===== config.mk =====
export PLATFORM = sky130hd
export DESIGN_NAME = reg_dc_pipe
export DESIGN_NICKNAME = d
export VERILOG_FILES = /design/src/rtl/reg_dc_pkg.sv /design/src/rtl/reg_dc_rdport.sv /design/src/rtl/reg_dc_pipe.sv
export SDC_FILE = /design/constraint.sdc
export NUM_CORES = 1
export LEC_CHECK = 0
export BUFFER_PORTS_ARGS = -buffer_cell sky130_fd_sc_hd__buf_2
export CORE_MARGIN = 8
export CORE_UTILIZATION = 25
export CTS_BUF_LIST = sky130_fd_sc_hd__clkbuf_2
export CTS_CLUSTER_DIAMETER = 30
export CTS_CLUSTER_SIZE = 12
export DETAILED_ROUTE_END_ITERATION = 8
export MAX_ROUTING_LAYER = met4
export PLACE_DENSITY = 0.4
export SLEW_MARGIN = 20
export SYNTH_ARGS = -nofsm -noshare
export SYNTH_HDL_FRONTEND = slang
export SYNTH_HIERARCHICAL = 1
export SYNTH_SLANG_ARGS = --single-unit
export TNS_END_PERCENT = 5

===== constraint.sdc =====
create_clock -name CLK_DC -period 5.05 [get_ports CLK_DC]
set_input_delay 0.7575 -clock CLK_DC [delete_from_list [all_inputs] [get_ports CLK_DC]]
set_output_delay 0.7575 -clock CLK_DC [all_outputs]
set_load 0.01 [all_outputs]

===== src/rtl/reg_dc_pkg.sv =====
// Shared constants and helpers for the register-read decode stage.
package reg_dc_pkg;

  localparam int DATA_W_DEF = 16;
  localparam int N_REGS_DEF = 8;
  localparam int ZERO_REG   = 0;

  // Selector width for n registers: ceil(log2(n)), never below 1.
  function automatic int sel_width(input int n);
    int w;
    w = 1;
    while ((1 << w) < n) w++;
    return w;
  endfunction

endpackage


===== src/rtl/reg_dc_rdport.sv =====
// Combinational register read port: entry mux, range check, write-back bypass
// and optional hard-zero override of register 0.
module reg_dc_rdport
  import reg_dc_pkg::*;
#(
  parameter int DATA_W  = DATA_W_DEF,
  parameter int N_REGS  = N_REGS_DEF,
  parameter int SEL_W   = sel_width(N_REGS),
  parameter int ZERO_R0 = 0
) (
  input  logic [N_REGS*DATA_W-1:0] regs,
  input  logic [SEL_W-1:0]         sel,
  input  logic                     wb_en,
  input  logic [SEL_W-1:0]         wb_n,
  input  logic [DATA_W-1:0]        wb_data,
  output logic [DATA_W-1:0]        data,
  output logic                     err,
  output logic                     hit
);

  logic [31:0]       sel_u;
  logic              zero;
  logic              range_bad;
  logic [DATA_W-1:0] entry;

  always_comb begin
    sel_u     = 32'(sel);
    zero      = (ZERO_R0 != 0) && (sel_u == 32'(ZERO_REG));
    range_bad = sel_u >= 32'(N_REGS);
    entry     = '0;
    for (int unsigned k = 0; k < N_REGS; k++) begin
      if (sel_u == k) entry = regs[k*DATA_W +: DATA_W];
    end
    // hit doubles as the held-operand refresh condition
    hit  = wb_en && (wb_n == sel) && !zero && !range_bad;
    err  = !zero && range_bad;
    if (zero || range_bad) data = '0;
    else if (hit)          data = wb_data;
    else                   data = entry;
  end

endmodule


===== src/rtl/reg_dc_pipe.sv =====
// Register-read decode stage: two bypassed read ports feeding one valid/ready
// pipeline register with flush and stall-time operand refresh.
module reg_dc_pipe
  import reg_dc_pkg::*;
#(
  parameter int DATA_W  = DATA_W_DEF,
  parameter int N_REGS  = N_REGS_DEF,
  parameter int SEL_W   = sel_width(N_REGS),
  parameter int ZERO_R0 = 0
) (
  input  logic                     CLK_DC,
  input  logic                     RST_DC,
  input  logic [N_REGS*DATA_W-1:0] REGS_IN,
  input  logic                     IN_VALID,
  output logic                     IN_READY,
  input  logic [SEL_W-1:0]         N_REG_A_IN,
  input  logic [SEL_W-1:0]         N_REG_B_IN,
  input  logic                     FLUSH,
  input  logic                     WB_EN,
  input  logic [SEL_W-1:0]         WB_N,
  input  logic [DATA_W-1:0]        WB_DATA,
  output logic                     OUT_VALID,
  input  logic                     OUT_READY,
  output logic [SEL_W-1:0]         N_REG_A_OUT,
  output logic [SEL_W-1:0]         N_REG_B_OUT,
  output logic [DATA_W-1:0]        REG_A_OUT,
  output logic [DATA_W-1:0]        REG_B_OUT,
  output logic                     SEL_ERR
);

  logic [DATA_W-1:0] rd_a_data, rd_b_data, ref_a_data, ref_b_data;
  logic              rd_a_err, rd_b_err, ref_a_err, ref_b_err;
  logic              rd_a_hit, rd_b_hit, ref_a_hit, ref_b_hit;
  logic              unused_flags;

  assign IN_READY     = !OUT_VALID || OUT_READY;
  assign unused_flags = rd_a_hit | rd_b_hit | ref_a_err | ref_b_err
                      | (|ref_a_data) | (|ref_b_data);

  reg_dc_rdport #(.DATA_W(DATA_W), .N_REGS(N_REGS), .SEL_W(SEL_W), .ZERO_R0(ZERO_R0)) u_rd_a (
    .regs(REGS_IN), .sel(N_REG_A_IN), .wb_en(WB_EN), .wb_n(WB_N), .wb_data(WB_DATA),
    .data(rd_a_data), .err(rd_a_err), .hit(rd_a_hit)
  );

  reg_dc_rdport #(.DATA_W(DATA_W), .N_REGS(N_REGS), .SEL_W(SEL_W), .ZERO_R0(ZERO_R0)) u_rd_b (
    .regs(REGS_IN), .sel(N_REG_B_IN), .wb_en(WB_EN), .wb_n(WB_N), .wb_data(WB_DATA),
    .data(rd_b_data), .err(rd_b_err), .hit(rd_b_hit)
  );

  // Refresh ports look at the held register numbers; only their hit is used.
  reg_dc_rdport #(.DATA_W(DATA_W), .N_REGS(N_REGS), .SEL_W(SEL_W), .ZERO_R0(ZERO_R0)) u_ref_a (
    .regs(REGS_IN), .sel(N_REG_A_OUT), .wb_en(WB_EN), .wb_n(WB_N), .wb_data(WB_DATA),
    .data(ref_a_data), .err(ref_a_err), .hit(ref_a_hit)
  );

  reg_dc_rdport #(.DATA_W(DATA_W), .N_REGS(N_REGS), .SEL_W(SEL_W), .ZERO_R0(ZERO_R0)) u_ref_b (
    .regs(REGS_IN), .sel(N_REG_B_OUT), .wb_en(WB_EN), .wb_n(WB_N), .wb_data(WB_DATA),
    .data(ref_b_data), .err(ref_b_err), .hit(ref_b_hit)
  );

  always_ff @(posedge CLK_DC or posedge RST_DC) begin
    if (RST_DC) begin
      OUT_VALID   <= 1'b0;
      N_REG_A_OUT <= '0;
      N_REG_B_OUT <= '0;
      REG_A_OUT   <= '0;
      REG_B_OUT   <= '0;
      SEL_ERR     <= 1'b0;
    end else if (FLUSH) begin
      OUT_VALID   <= 1'b0;
      N_REG_A_OUT <= '0;
      N_REG_B_OUT <= '0;
      REG_A_OUT   <= '0;
      REG_B_OUT   <= '0;
      SEL_ERR     <= 1'b0;
    end else if (IN_VALID && IN_READY) begin
      OUT_VALID   <= 1'b1;
      N_REG_A_OUT <= N_REG_A_IN;
      N_REG_B_OUT <= N_REG_B_IN;
      REG_A_OUT   <= rd_a_data;
      REG_B_OUT   <= rd_b_data;
      SEL_ERR     <= rd_a_err | rd_b_err;
    end else if (OUT_READY && !IN_VALID) begin
      OUT_VALID   <= 1'b0;
    end else if (OUT_VALID && !OUT_READY) begin
      if (ref_a_hit) REG_A_OUT <= WB_DATA;
      if (ref_b_hit) REG_B_OUT <= WB_DATA;
    end
  end

endmodule


==> flow_summary.yaml <==
power:
  cellPowerDensity_mw_per_mm2: 170
  ir_worst_vdd_uv: 57.4
  finalPower_w: 0.00103
  p_clk_frac: 0.146
  leakagePower_nw: 2.64
  p_int_w: 0.000610
  combPwrFrac: 0.482
  swShare: 0.409
  seq_power_share: 0.373
  p_switching_w: 0.000421
finish:
  stdcell_area_mm2: 0.00606
  fillCellCount: 2169
  fin_cells: 1005
  multi_input_area_mm2: 0.00360
  synthToLayoutAreaGrowth_pct: 19.1
  final_nets: 886
  regArea_mm2: 0.00100
  drive_gt1_frac: 0.356
floorplan:
  io_pins: 200
  fp.dieH_um: 159
  die_area_mm2: 0.0252
  start_util: 0.253
  die_w_um: 159
  core_mm2: 0.0201
  fp-row-count: 52
synth:
  syn_avg_cell_area_um2: 8.54
  synth_nets: 755
  netlist_area_mm2: 0.00509
  syn_inst: 596
  ys_warn_count: 6
worst_setup_path:
  slowest_stage: "inv_4"
  critPathKind: "reg2out"
  cp.buffers_inverters: 3
  slowest_delay_ns: 0.51
  worstSetupStartpointType: "flip-flop"
  crit_arrival_ns: 1.99
  crit_required_ns: 4.29
  cp-end-kind: "output pin"
  critPathTopFamily: "buffers and inverters"
  path_cells: "nor2b_1 -> buf_4 -> inv_4 -> buf_2"
  crit_path_max_fanout: 69
min_path:
  hp-class: "in2async"
place:
  hpwlAfterDp_mm: 16.8
  dp.cells: 990
  placed_cell_area_mm2: 0.00601
  place_congestion: 0.786
  port_buffers: 199
clock_tree:
  root_buffer: "clkbuf_2"
  cts_resized: 0
  cts_max_path_buffers: 2
  h-tree-depth: 2
  cts_tree: "yes"
  numClockSinks: 40
  clk_pin_slew_ns: 0.21
  worstSkewPairLatency_ns: 0.43
  post_cts_buffers: 0
  hold_buffers: 0
  cts_made_buffers: 5
route:
  drt_iter0_markers: 350
  vias: 5292
  first_pass_iters: 5
  wirelength_mm: 21.6
  via_per_inst: 5.27
  antenna_left: 0
  routedWlPerCell_um: 21.5
  drc: 0
sta:
  rsz0062_at_grt: "no"
  finalCritPeriodShare: 0.545
  setup_viol: 0
  tns_ns: 0
  relSlewSlack: 0.339
  hold_viol_final: 0
  max_freq_mhz: 363
  holdWs_ns: 0.417
  worst_clock_skew_ns: 0.0228
  drv_slew: 0
  period_needed_ns: 2.75
  worst_slew_pin_slew_ns: 0.992
grt:
  grt_pass1_wl_mm: 33.6
  grt_pass1_vias: 5584
  grt_max_degree: 70
  grt_overflow: 0
  antenna_found_initial: 7
  track_usage: 0.170
job:
  max_cap_violations: 0
status:
  status: "finished clean"
==> routing by layer <==
layer	routed length (µm)	share of wire	global-route usage
met2	10100	0.47	0.273
met1	10200	0.47	0.220
met5	0	0	-
met4	216	0.010	0.0299
met3	1070	0.049	0.0328
==> worst paths after layout <==
| kind | start | end | slack, ns | depth (start not counted) |
|---|---|---|---|---|
| setup / recovery | OUT_VALID$_DFFE_PP0P_ | IN_READY | 2.30 | 4 |
| min in group CLK_DC | SEL_ERR$_DFFE_PP0P_ | SEL_ERR$_DFFE_PP0P_ | 0.53 | 1 |
| max in group asynchronous | RST_DC | REG_A_OUT[12]$_DFFE_PP0P_ | 4.23 | 3 |
| hold reg to reg | SEL_ERR$_DFFE_PP0P_ | SEL_ERR$_DFFE_PP0P_ | 0.53 | 1 |
| hold / removal | RST_DC | N_REG_B_OUT[1]$_DFFE_PP0P_ | 0.42 | 3 |
| setup reg to reg | N_REG_B_OUT[2]$_DFFE_PP0P_ | REG_B_OUT[7]$_DFFE_PP0P_ | 3.00 | 6 |
==> worst reg2reg max path: stages, from the launching register on <==
cell	delay (ns)
dfrtp_1	0.46
xnor2_1	0.21
nand4_2	0.12
inv_1	0.06
and3b_1	0.62
a211o_4	0.34
a31oi_1	0.12
==> power by group through the flow <==
| stage | combinational [W] | sequential (W) | clock, W |
|---|---|---|---|
| floorplan | 0.000296 | 0.000399 | 0 |
| global placement | 0.000493 | 0.000391 | 0 |
| detailed placement | 0.000500 | 0.000390 | 0 |
| CTS | 0.000502 | 0.000384 | 0.000156 |
| global route | 0.000545 | 0.000390 | 0.000166 |
| finish | 0.000497 | 0.000384 | 0.000150 |
==> state kept, by name (all words and copies together) (netlist names) <==
register	flops
SEL_ERR	1
REG_B_OUT	16
N_REG_A_OUT	3
REG_A_OUT	16
OUT_VALID	1
N_REG_B_OUT	3
==> layout make-up <==
type / instances / area share
clock inverters: 1 / 0.000619
diodes: 7 / 0.00289
clock buffers: 7 / 0.00578
multi-input cells: 469 / 0.593
repair buffers: 206 / 0.173
flip-flops and latches: 40 / 0.165
well taps: 270 / 0.0557
inverters: 5 / 0.00351
==> placed cells by master, fill, tap and decap left out, types with 7 or more instances in the layout <==
| cell | instances |
|---|---|
| nand3_1 | 32 |
| dfrtp_1 | 40 |
| a22o_1 | 7 |
| o21ai_1 | 15 |
| mux2i_1 | 64 |
| buf_4 | 7 |
| a31oi_1 | 48 |
| a2111oi_0 | 32 |
| mux4_2 | 22 |
| buf_2 | 199 |
| nor3b_1 | 16 |
| o2bb2ai_1 | 10 |
| nand2b_1 | 16 |
| nor2_1 | 48 |
| diode_2 | 7 |
| clkbuf_2 | 7 |
| nor2b_1 | 27 |
| a21oi_1 | 17 |
| o22ai_1 | 16 |
| a221oi_2 | 10 |
| xnor2_1 | 12 |
| o21ai_0 | 49 |
==> metrics by stage <==
| step | utilization | worst slack [ns] |
|---|---|---|
| after CTS | 0.301 | 2.25 |
| after detailed placement | 0.299 | 1.81 |
| after global placement | 0.299 | 1.85 |
| after global routing | 0.302 | 2.11 |
| final | 0.302 | 2.30 |
| after floorplan | - | 2.92 |
Power figures use the tool's default switching activity.
